**config.mk**
```make
export PLATFORM = sky130hd
export DESIGN_NAME = rgb_pwm_decoder
export DESIGN_NICKNAME = d
export VERILOG_FILES = /design/src/rtl/rgb_pkg.sv /design/src/rtl/pwm_duty_counter.sv /design/src/rtl/rgb_pwm_decoder.sv
export SDC_FILE = /design/constraint.sdc
export NUM_CORES = 1
export LEC_CHECK = 0
export CAP_MARGIN = 20
export CORE_ASPECT_RATIO = 0.6
export CORE_MARGIN = 5
export CORE_UTILIZATION = 59
export DETAILED_ROUTE_END_ITERATION = 7
export GPL_ROUTABILITY_DRIVEN = 0
export PLACE_DENSITY = 0.95
export SYNTH_ARGS = -nofsm -noshare
export SYNTH_HDL_FRONTEND = slang
export SYNTH_SLANG_ARGS = --single-unit
```
**constraint.sdc**
```tcl
create_clock -name clk -period 4.7 [get_ports clk]
set_clock_uncertainty 0.1 [all_clocks]
set_input_delay 1.175 -clock clk [delete_from_list [all_inputs] [get_ports clk]]
set_output_delay 1.175 -clock clk [all_outputs]
set_load 0.01 [all_outputs]
```
**src/rtl/rgb_pkg.sv**
```systemverilog
// Shared constants and types for the RGB PWM duty decoder.
// Channel slices locate each colour's duty inside the 24-bit RGB word.
package rgb_pkg;

    localparam int PWM_STEPS = 256;
    localparam int DUTY_W    = 8;
    localparam int CNT_W     = 9;

    localparam int R_LSB = 16;
    localparam int G_LSB = 8;
    localparam int B_LSB = 0;

    typedef enum logic [1:0] {
        ST_IDLE     = 2'd0,
        ST_ONE_EDGE = 2'd1,
        ST_BLINK    = 2'd2
    } blink_state_t;

    // A full window of highs counts 256, which must read as 255, not 0.
    function automatic logic [DUTY_W-1:0] sat_duty(input logic [CNT_W-1:0] count);
        return count[CNT_W-1] ? {DUTY_W{1'b1}} : count[DUTY_W-1:0];
    endfunction

endpackage

```
**src/rtl/pwm_duty_counter.sv**
```systemverilog
// Per-channel high-time counter over one measurement window.
// Restarts on i_clear while still taking that cycle's sample.
module pwm_duty_counter
    import rgb_pkg::*;
(
    input  logic              clk,
    input  logic              n_rst,
    input  logic              i_tick,
    input  logic              i_clear,
    input  logic              i_pwm,
    output logic [DUTY_W-1:0] o_duty
);

    logic [CNT_W-1:0] r_count;
    logic             w_hit;

    assign w_hit = i_tick & i_pwm;

    always_ff @(posedge clk or negedge n_rst) begin
        if (!n_rst) begin
            r_count <= '0;
        end else if (i_clear) begin
            r_count <= {{(CNT_W-1){1'b0}}, w_hit};
        end else if (w_hit) begin
            r_count <= r_count + 1'b1;
        end
    end

    assign o_duty = sat_duty(r_count);

endmodule

```
**src/rtl/rgb_pwm_decoder.sv**
```systemverilog
// Measures the duty of three PWM inputs over free-running 256-step windows
// and tracks dark/lit alternation to flag a blinking LED.
module rgb_pwm_decoder #(
    parameter int PWM_DIV       = 1,
    parameter int PWM_STEPS     = 256,
    parameter int BLINK_TIMEOUT = 64
) (
    input  logic        clk,
    input  logic        n_rst,
    input  logic        pwm_r,
    input  logic        pwm_g,
    input  logic        pwm_b,
    output logic [23:0] rgb_out,
    output logic        rgb_valid,
    output logic [23:0] rgb_lit,
    output logic        dark,
    output logic        blink_det
);
    import rgb_pkg::*;

    localparam logic [15:0] DIV_LAST  = 16'(PWM_DIV - 1);
    localparam logic [7:0]  STEP_LAST = 8'(PWM_STEPS - 1);
    localparam logic [7:0]  TIMEOUT   = 8'(BLINK_TIMEOUT);

    logic [15:0]       r_presc;
    logic [7:0]        r_step;
    logic              r_load;
    logic [23:0]       r_rgb_out;
    logic              r_valid;
    logic [23:0]       r_lit;
    logic              r_dark;
    logic              r_blink;
    logic [7:0]        r_gap;
    blink_state_t      r_state;

    logic              w_tick;
    logic              w_window_end;
    logic [2:0]        w_pwm;
    logic [DUTY_W-1:0] w_duty [3];
    logic [23:0]       w_rgb_new;
    logic              w_dark_new;
    logic              w_transition;
    logic [7:0]        w_gap_inc;

    assign w_tick       = (r_presc == 16'd0);
    assign w_window_end = w_tick && (r_step == STEP_LAST);

    always_ff @(posedge clk or negedge n_rst) begin
        if (!n_rst) begin
            r_presc <= '0;
            r_step  <= '0;
            r_load  <= 1'b0;
        end else begin
            r_presc <= (r_presc == DIV_LAST) ? 16'd0 : r_presc + 16'd1;
            if (w_tick) begin
                r_step <= r_step + 8'd1;
            end
            r_load <= w_window_end;
        end
    end

    assign w_pwm[R_LSB / DUTY_W] = pwm_r;
    assign w_pwm[G_LSB / DUTY_W] = pwm_g;
    assign w_pwm[B_LSB / DUTY_W] = pwm_b;

    // r_load doubles as the counter restart: the counters hold the finished
    // window's totals during that cycle, then begin the next window.
    generate
        for (genvar gi = 0; gi < 3; gi++) begin : g_chan
            pwm_duty_counter u_cnt (
                .clk     (clk),
                .n_rst   (n_rst),
                .i_tick  (w_tick),
                .i_clear (r_load),
                .i_pwm   (w_pwm[gi]),
                .o_duty  (w_duty[gi])
            );
            assign w_rgb_new[gi*DUTY_W +: DUTY_W] = w_duty[gi];
        end
    endgenerate

    assign w_dark_new   = (w_rgb_new == 24'd0);
    assign w_transition = (w_dark_new != r_dark);
    assign w_gap_inc    = (r_gap == 8'hFF) ? r_gap : r_gap + 8'd1;

    always_ff @(posedge clk or negedge n_rst) begin
        if (!n_rst) begin
            r_rgb_out <= '0;
            r_valid   <= 1'b0;
            r_lit     <= '0;
            r_dark    <= 1'b1;
        end else begin
            r_valid <= r_load;
            if (r_load) begin
                r_rgb_out <= w_rgb_new;
                r_dark    <= w_dark_new;
                if (!w_dark_new) begin
                    r_lit <= w_rgb_new;
                end
            end
        end
    end

    // A transition always advances the FSM, even in the window the gap times out.
    always_ff @(posedge clk or negedge n_rst) begin
        if (!n_rst) begin
            r_state <= ST_IDLE;
            r_gap   <= '0;
            r_blink <= 1'b0;
        end else if (r_load) begin
            if (w_transition) begin
                r_gap <= '0;
                case (r_state)
                    ST_IDLE: begin
                        r_state <= ST_ONE_EDGE;
                        r_blink <= 1'b0;
                    end
                    default: begin
                        r_state <= ST_BLINK;
                        r_blink <= 1'b1;
                    end
                endcase
            end else begin
                r_gap <= w_gap_inc;
                if (w_gap_inc >= TIMEOUT) begin
                    r_state <= ST_IDLE;
                    r_blink <= 1'b0;
                end
            end
        end
    end

    assign rgb_out   = r_rgb_out;
    assign rgb_valid = r_valid;
    assign rgb_lit   = r_lit;
    assign dark      = r_dark;
    assign blink_det = r_blink;

endmodule
```
## After elaboration in Yosys (flattened, before gate mapping)

Index checks and enable logic that the tools add are counted.

- Register bits: 113
- Input bits: 5
- Output and inout bits: 51

- Add/sub/neg operators: 6
- Order comparisons: 1
- Equal/unequal tests: 3
- Muxes and demuxes: 18
- Bitwise logic cells: 4
- Reduce and logical (&&, ||, !) cells: 10

Operator list:

| kind | number |
|---|---|
| $mux W9 | 6 |
| $mux W8 | 5 |
| $add A9 B1 Y9 const B | 3 |
| $logic_not A24 Y1 | 1 |
| $add A16 B1 Y16 const B | 1 |
| $add A8 B1 Y8 const B | 2 |
| $eq A8 B8 Y1 const B | 2 |
| $logic_not A16 Y1 | 1 |
| $mux W16 | 1 |
| $ge A8 B7 Y1 const B | 1 |
| $reduce_bool A2 Y1 | 4 |
| $mux W2 | 3 |
| $reduce_and A2 Y1 | 2 |
| $and A1 B1 Y1 | 3 |
| $mux W1 | 3 |
| $logic_not A2 Y1 | 1 |
| $logic_and A1 B1 Y1 | 1 |
| $ne A1 B1 Y1 | 1 |
| $not A1 Y1 | 1 |

## Logic depth before layout (Yosys ltp)

- Depth after elaboration: 5
- Mapped depth: 9
- Mapped depth without buffers: 7

## Cells and area by module

Synthesis repeated with hierarchy kept, for this count alone.

- Cell total of the unflattened synthesis: 448
- Area, all modules: 5003.5 um^2

Modules (own cells, without submodules):

| module | times used | cells an instance | area an instance (um^2) |
|---|---|---|---|
| rgb_pwm_decoder | 1 | 289 | 3505.9 |
| pwm_duty_counter | 3 | 53 | 499.2 |

## Worst setup path before layout

Ideal clock, no wire load.

- Path type: input to register
- From: input port pwm_b
- To: register g_chan[0].u_cnt.r_count[5]
- Setup time: 132 ps
- Arrival: 1786 ps
- Setup slack: 2682 ps
- Stages on the path: 5
- Path through: and3_1 > and3_1 > nand3_1 > xor2_1 > nor2_1

- Cells in the longest elaborated chain, start to end: 2

Ends and longest elaborated chain:

| item | RTL line | source |
|---|---|---|
| start, declared | rgb_pwm_decoder.sv:12 | `input logic pwm_b,` |
| $and A1 B1 Y1 | pwm_duty_counter.sv:17 | `assign w_hit = i_tick & i_pwm;` |
| $reduce_bool A2 Y1 (no source line) | - |  |
| end signal, assigned | pwm_duty_counter.sv:23 | `r_count <= {{(CNT_W-1){1'b0}}, w_hit};` |
| end signal, assigned | pwm_duty_counter.sv:25 | `r_count <= r_count + 1'b1;` |
| end, declared | pwm_duty_counter.sv:14 | `logic [CNT_W-1:0] r_count;` |

No other way between the ends.
A chain may end at the register's enable or synchronous reset.

## Worst setup path after layout

- From: register r_dark, in the netlist dark
- To: output port dark

RTL lines:

| item | RTL line | source |
|---|---|---|
| start, declared | rgb_pwm_decoder.sv:31 | `logic r_dark;` |
| start signal, assigned | rgb_pwm_decoder.sv:96 | `r_dark <= w_dark_new;` |
| end, declared | rgb_pwm_decoder.sv:16 | `output logic dark,` |

No word-level cell between the ends.

==> results <==
- The total I/O pin count is 56.
- The number of antenna diodes in the final layout is 0.
- The cell family with the largest share of critical-path delay is flip-flops.
- The horizontal die dimension is 128 um.
- The total number of vias is 3877.
- Setup violations remaining at the end of the flow were counted as 0.
- The first detailed-routing pass ran for 5 iterations.
- The most used standard cell by instance count after synthesis is sky130_fd_sc_hd__dfrtp_1.
- For the worst setup path, the data required time is 3420 ps.
- IR analysis of the VDD net gives a maximum drop of 0.239 mV.
- The worst setup path is launched from a flip-flop.
- The static leakage is 2.65 nW.
- The sum of negative setup slack is 0 ps.
- In the synthesized netlist the async set-or-reset flop fraction comes to 100%.
- STA classifies the critical path endpoint as an output pin.
- On the critical path, the stage with the largest delay is an instance of sky130_fd_sc_hd__dfstp_2.
- The initial cell density of the core is 61.8%.
- After the first detailed-routing iteration, the DRC count stood at 492.
- The arrival time of data at the critical path endpoint is 1500 ps.
- The total of flip-flops plus latches after synthesis is 112.
- The initial antenna violation count is 0.
- The worst slew margin relative to its limit is 34.9%.
- The run finished with clean final reports.
- The reported max-cap violation count is 0.
- The post-cts repair resize count is 0.
- On the final layout, the worst hold slack is 386 ps.
- The layout overhead on the synthesized area is 19.3%.
- The largest area contributor in the synthesized netlist is sky130_fd_sc_hd__dfrtp_1.
- The cell chosen for the clock root is sky130_fd_sc_hd__clkbuf_16.
- Synthesis handed over a netlist of 488 instances.
- The number of slew-limit violations in the final report is 0.
- The die area is 10400 um^2.
- The remaining design rule violation count is 0.
- The Yosys step of the flow raised 0 warnings.
- Clock latency on the worst-skew pair, taken at its later pin, is 350 ps.
- The worst hold path belongs to the class reg2reg.
- The core area is 8010 um^2.
- The number of hold buffers added after CTS was 0.
- The final-report hold violation count came to 0.
- The number of nets handed over by synthesis was 500.
- Global routing used 23.1% of the available tracks.
- By area the synthesized netlist is led by sky130_fd_sc_hd__dfrtp_1 56%, sky130_fd_sc_hd__nor2_1 5.8%, sky130_fd_sc_hd__xor2_1 5.0%.
- Once layout is done, the placed cells without fillers occupy 5900 um^2.
- Cells with a size suffix above 1 make up 5.40% of the layout.
- The total power per unit cell area is 396 nW/um^2.
- Together, buffers and inverters on the worst path number 1.
- The primary flip-flop cell chosen by synthesis mapping is sky130_fd_sc_hd__dfrtp_1.
- In the synthesized netlist, the cells that appear most often are 111 x sky130_fd_sc_hd__dfrtp_1, 77 x sky130_fd_sc_hd__nor2_1, 42 x sky130_fd_sc_hd__nand2_1.
- Yosys mapped the design onto 37 distinct sky130hd cell types.
- Walking the worst path, the cells encountered are clkdlybuf4s50_1.
- The maximum fanout count along the critical path is 6.
- After detailed routing, the average wire length per cell comes to 17.4 um.
- The floorplan row count is 25.
- The actual slew at the worst max-slew pin is 976 ps.
- The largest net degree at the start of global routing is 92.
- Clock tree synthesis inserted a total of 9 buffers.
- In this run the vertical extent of the chip is 81.0 um.
- The maximum frequency from static timing analysis is 360 MHz.
- The period utilization is 59.1%.
- The number of filler instances in the final layout is 553.
- The number of global-route vias before repair was 3833.
- In this run, synthesis inferred 0 flip-flops with an integrated enable.
- The global-route wire length before repair is 18.9 mm.
- Global routing finished with a remaining overflow of 0.
- The sequential-to-total area share from yosys stat is 56.6%.
- The placement-stage cell area is 5550 um^2.
- The critical path in this run is classified as reg2out.
- The final period demand of the worst path is 2780 ps.
- The post-synthesis average cell area is 10.1 um^2.
- The TritonCTS clock tree is built.
- Setup repair after global routing left no endpoint under its margin.
- The detailed-route vias per instance is 6.01.
- Summed over its instances, the top area cell type makes up 56.1% of the synthesized netlist area.
- Buffers placed on the I/O ports in this run total 55.
- The detail route stage leaves a number of antenna-violating nets equal to 0.
- The number of H-tree levels is 3.
- No sink is reached through more buffers than the 2 on the longest clock path.
- The clock drives 112 sinks.
- Post-CTS timing repair inserted 0 buffers for setup.
- The aggregate routed wire length is 11.2 mm.
- The final-stage net count is 546.
- The maximum single-stage delay on the critical path is 600 ps.
- Clock-pin slew was measured on the worst setup and hold paths at 70 ps.
- Summed over all nets, the half-perimeter wirelength after detailed placement is 7.43 mm.
- Summing every instance area after synthesis gives 4950 um^2.
==> metal layers <==
layer,GRT usage (%),up-vias,share of wire (%)
met5,0,-,0
met4,8.47,0,1.8
met3,5.19,23,6.7
met2,37.9,153,48
met1,30.7,1921,44
li1,-,1780,-
==> sequential cells by signal (all words and copies together) (netlist names) <==
signal	flops
rgb_lit	24
g_chan.u_cnt.r_count	27
blink_det	1
r_state	1
dark	1
rgb_out	24
rgb_valid	1
r_step	8
r_load	1
r_gap	8
r_presc	16
==> logic make-up (layout without fill, tap and decap cells) <==
group	after synthesis	after routing	share of synthesized area [%]
compound gates	69	69	7.53
mux	6	6	1.26
xor+xnor	49	49	8.82
simple gates	217	217	21.4
flops	112	112	56.6
fa+ha+maj	7	7	1.77
buf+inv	28	77	2.63
==> report_power, final <==
part / total, W / internal (W) / switching (W) / leakage (nW)
Combinational: 0.000304 / 0.000126 / 0.000178 / 0.972
Sequential: 0.00117 / 0.00104 / 0.000127 / 1.51
Clock: 0.000868 / 0.000544 / 0.000324 / 0.168
Total: 0.00234 / 0.00171 / 0.000628 / 2.65
==> through the flow <==
stage                     power (W)  cells  util [%]  worst slack (ps)
after floorplan             0.00136    488         -              2680
after global placement      0.00144    630      69.3              2060
after detailed placement    0.00148    630      69.3              1910
after CTS                   0.00234    644      73.5              1760
after global routing        0.00245    645      73.7              1860
final                       0.00234    645      73.7              1920
==> cells in the final DEF (no fill, tap or decap), types with 2 or more instances in the layout <==
master / Yosys / routed
sky130_fd_sc_hd__a21oi_1: 35 / 35
sky130_fd_sc_hd__and2_1: 8 / 8
sky130_fd_sc_hd__and3_1: 14 / 14
sky130_fd_sc_hd__and4_1: 7 / 7
sky130_fd_sc_hd__buf_4: 0 / 5
sky130_fd_sc_hd__bufinv_16: 0 / 3
sky130_fd_sc_hd__clkbuf_16: 0 / 9
sky130_fd_sc_hd__clkbuf_8: 0 / 2
sky130_fd_sc_hd__clkdlybuf4s50_1: 0 / 54
sky130_fd_sc_hd__dfrtp_1: 111 / 110
sky130_fd_sc_hd__ha_1: 7 / 7
sky130_fd_sc_hd__inv_1: 3 / 3
sky130_fd_sc_hd__mux2_2: 2 / 2
sky130_fd_sc_hd__mux2i_1: 4 / 4
sky130_fd_sc_hd__nand2_1: 42 / 42
sky130_fd_sc_hd__nand3_1: 20 / 20
sky130_fd_sc_hd__nand4_1: 26 / 26
sky130_fd_sc_hd__nor2_1: 77 / 77
sky130_fd_sc_hd__nor2b_1: 5 / 5
sky130_fd_sc_hd__nor3_1: 6 / 6
sky130_fd_sc_hd__nor4_1: 7 / 7
sky130_fd_sc_hd__o21ai_0: 26 / 26
sky130_fd_sc_hd__o31ai_1: 2 / 2
sky130_fd_sc_hd__xnor2_1: 20 / 20
sky130_fd_sc_hd__xor2_1: 28 / 28
==> final cells by class <==
cell class	count	area [um^2]	share of cell area, %
flip-flops and latches	112	2810	47.5
multi-input cells	348	2020	34.2
repair buffers	60	593	10.0
clock buffers	11	253	4.28
well taps	108	135	2.29
clock inverters	3	90.1	1.53
inverters	3	11.3	0.191
==> worst paths after layout <==
path | cells past startpoint | end | slack [ps] | start
worst max register to register | 8 | r_load | 2020 | r_presc[0]
worst max-delay path | 1 | dark | 1920 | dark
min in group asynchronous | 1 | r_presc[14] | 660 | n_rst
worst min-delay path | 2 | rgb_lit[1] | 390 | rgb_lit[1]
max in group asynchronous | 2 | rgb_lit[6] | 2940 | n_rst
worst min register to register | 2 | rgb_lit[1] | 390 | rgb_lit[1]
(Power assumes the default switching activity.)
==> patch (same flow settings) <==
The output `rgb_valid` loses its register stage (`r_valid` becomes a continuous assignment).
--- a/src/rtl/rgb_pwm_decoder.sv
+++ b/src/rtl/rgb_pwm_decoder.sv
@@ -86,11 +86,9 @@
     always_ff @(posedge clk or negedge n_rst) begin
         if (!n_rst) begin
             r_rgb_out <= '0;
-            r_valid   <= 1'b0;
             r_lit     <= '0;
             r_dark    <= 1'b1;
         end else begin
-            r_valid <= r_load;
             if (r_load) begin
                 r_rgb_out <= w_rgb_new;
                 r_dark    <= w_dark_new;
@@ -100,6 +98,8 @@
             end
         end
     end
+
+    assign r_valid = r_load;
 
     // A transition always advances the FSM, even in the window the gap times out.
     always_ff @(posedge clk or negedge n_rst) begin
Check against the original RTL: no difference found for any inputs over 10 cycles, from zero or initial values and one cycle with n_rst low; that may be too few to reach the edited logic, so the function may still have changed.
==> patch against the unedited design <==
- area after synthesis shrank 0.51%
- clock power shrank 17%
- wire length shrank 3.3%
- final area shrank 1.4%
- sequential cell count shrank 1
- setup slack lost 0.073 ns
- critical path depth is the same
- global-route usage shrank 0.73 points
- power shrank 6.9%
- largest power group unchanged
==> patch: results (changes against the unedited design) <==
* Status: completed
- The switching fraction of total power was 0.296 (+0.0275).
- CP top delay family: buffers and inverters
- The static power due to leakage came to 2.60 nW (-2.1%).
* Number of nets in the layout: 545 (-0.18%)
- Slew @ Worst Pin: 0.867 ns (-0.109 ns)
- Endpoint of the worst register-to-register path: rgb_valid$_DFF_PN0_
- The cell area after placement came to 5520 um^2 (-0.45%).
- Fraction of the yosys area taken by sequential cells: 0.564 (-0.00220)
* Violation count after the first detailed-routing iteration: 484 (-1.6%)
* Instance count after placement with tap cells included: 629 (-0.16%)
- Total Routed Length: 10800 um (-3.3%)
- Data arrival time of the worst path: 1.57 ns (+0.07 ns)
- The all-layer global routing usage was 0.224 (-0.00728).
* Synthesized netlist cell count: 487 (-0.20%)
- Pin count of the biggest net entering global routing: 70 (-24%)
- The number of vias after detailed routing was 3856 (-0.54%).
* Most frequent cells after synthesis: sky130_fd_sc_hd__dfrtp_1 (110), sky130_fd_sc_hd__nor2_1 (77), sky130_fd_sc_hd__nand2_1 (42), sky130_fd_sc_hd__a21oi_1 (35), sky130_fd_sc_hd__xor2_1 (28)
* Number of global-route vias before repair: 3681 (-4.0%)
- Worst-path cell with the longest stage delay: sky130_fd_sc_hd__clkdlybuf4s50_1
- The first-pass GRT wire length was 18300 um (-3.3%).
- Bufs on Longest Clock Path: 2 (unchanged)
- The post-cts gate resize count was 0 (unchanged).
* Capture point of the critical path: rgb_valid
* Max Fanout on Critical Path: 24 (+18)
* Cell types with the largest area share after synthesis: sky130_fd_sc_hd__dfrtp_1 (56%), sky130_fd_sc_hd__nor2_1 (5.9%), sky130_fd_sc_hd__xor2_1 (5.0%)
- In this run the worst setup path begins at rgb_valid$_DFF_PN0_.
- The placed wire-length estimate after detailed placement was 7310 um (-1.6%).
- The maximum VDD drop is 0.000170 V (-29%).
* Fraction of final layout cells sized beyond drive strength 1: 0.0576 (+0.00362)
## patch: through the flow
step	util	setup slack, ns	total power, mW
after floorplan	-	2.68	1.35
after global placement	0.690	2.07	1.44
after detailed placement	0.690	1.93	1.46
after CTS	0.725	1.84	2.18
after global routing	0.727	1.77	2.29
final	0.727	1.85	2.18
## patch: layer usage
layer | part of all wire | GRT usage | up-vias
met5 | 0 | 0 | -
li1 | - | - | 1770
met3 | 0.078 | 0.0664 | 18
met4 | 0.010 | 0.0572 | 0
met1 | 0.46 | 0.316 | 1891
met2 | 0.45 | 0.344 | 177
## patch: layout make-up
| class | count | area (um^2) |
|---|---|---|
| fill | 554 | 2190 |
| timing repair buffer | 60 | 593 |
| tap | 108 | 135 |
| multi-input combinational | 348 | 2020 |
| clock buffer | 10 | 239 |
| inverter | 3 | 11.3 |
| sequential | 111 | 2780 |
| clock inverter | 6 | 43.8 |
## patch: kinds of logic (layout without fill, tap and decap cells)
family / Yosys count / after routing / share of synthesized area
multiplexers: 6 / 6 / 0.0127
buffers and inverters: 28 / 79 / 0.0264
AND/OR/NAND/NOR: 217 / 217 / 0.215
adder cells (fa/ha/maj): 7 / 7 / 0.0178
XOR/XNOR: 49 / 49 / 0.0886
AO/OA/AOI/OAI: 69 / 69 / 0.0757
flip-flops: 111 / 111 / 0.564
## patch: power by group through the flow
stage / Combinational, mW / Clock, mW / Sequential, mW
2_1_floorplan: 0.228 / 0 / 1.13
3_3_place_gp: 0.273 / 0 / 1.17
3_5_place_dp: 0.290 / 0 / 1.17
4_1_cts: 0.296 / 0.729 / 1.16
5_1_grt: 0.338 / 0.775 / 1.18
6_report: 0.295 / 0.722 / 1.16
## patch: worst min path at each step
stage,start,endpoint,slack [ns],depth (start not counted)
2_1_floorplan,r_step[7]$_DFFE_PN0N_,r_step[7]$_DFFE_PN0N_,0.34,1
3_3_place_gp,r_step[7]$_DFFE_PN0N_,r_step[7]$_DFFE_PN0N_,0.35,1
3_5_place_dp,r_step[7]$_DFFE_PN0N_,r_step[7]$_DFFE_PN0N_,0.37,1
4_1_cts,r_step[7]$_DFFE_PN0N_,r_step[7]$_DFFE_PN0N_,0.38,1
5_1_grt,r_step[3]$_DFFE_PN0N_,r_step[3]$_DFFE_PN0N_,0.40,1
6_report,r_step[7]$_DFFE_PN0N_,r_step[7]$_DFFE_PN0N_,0.38,1
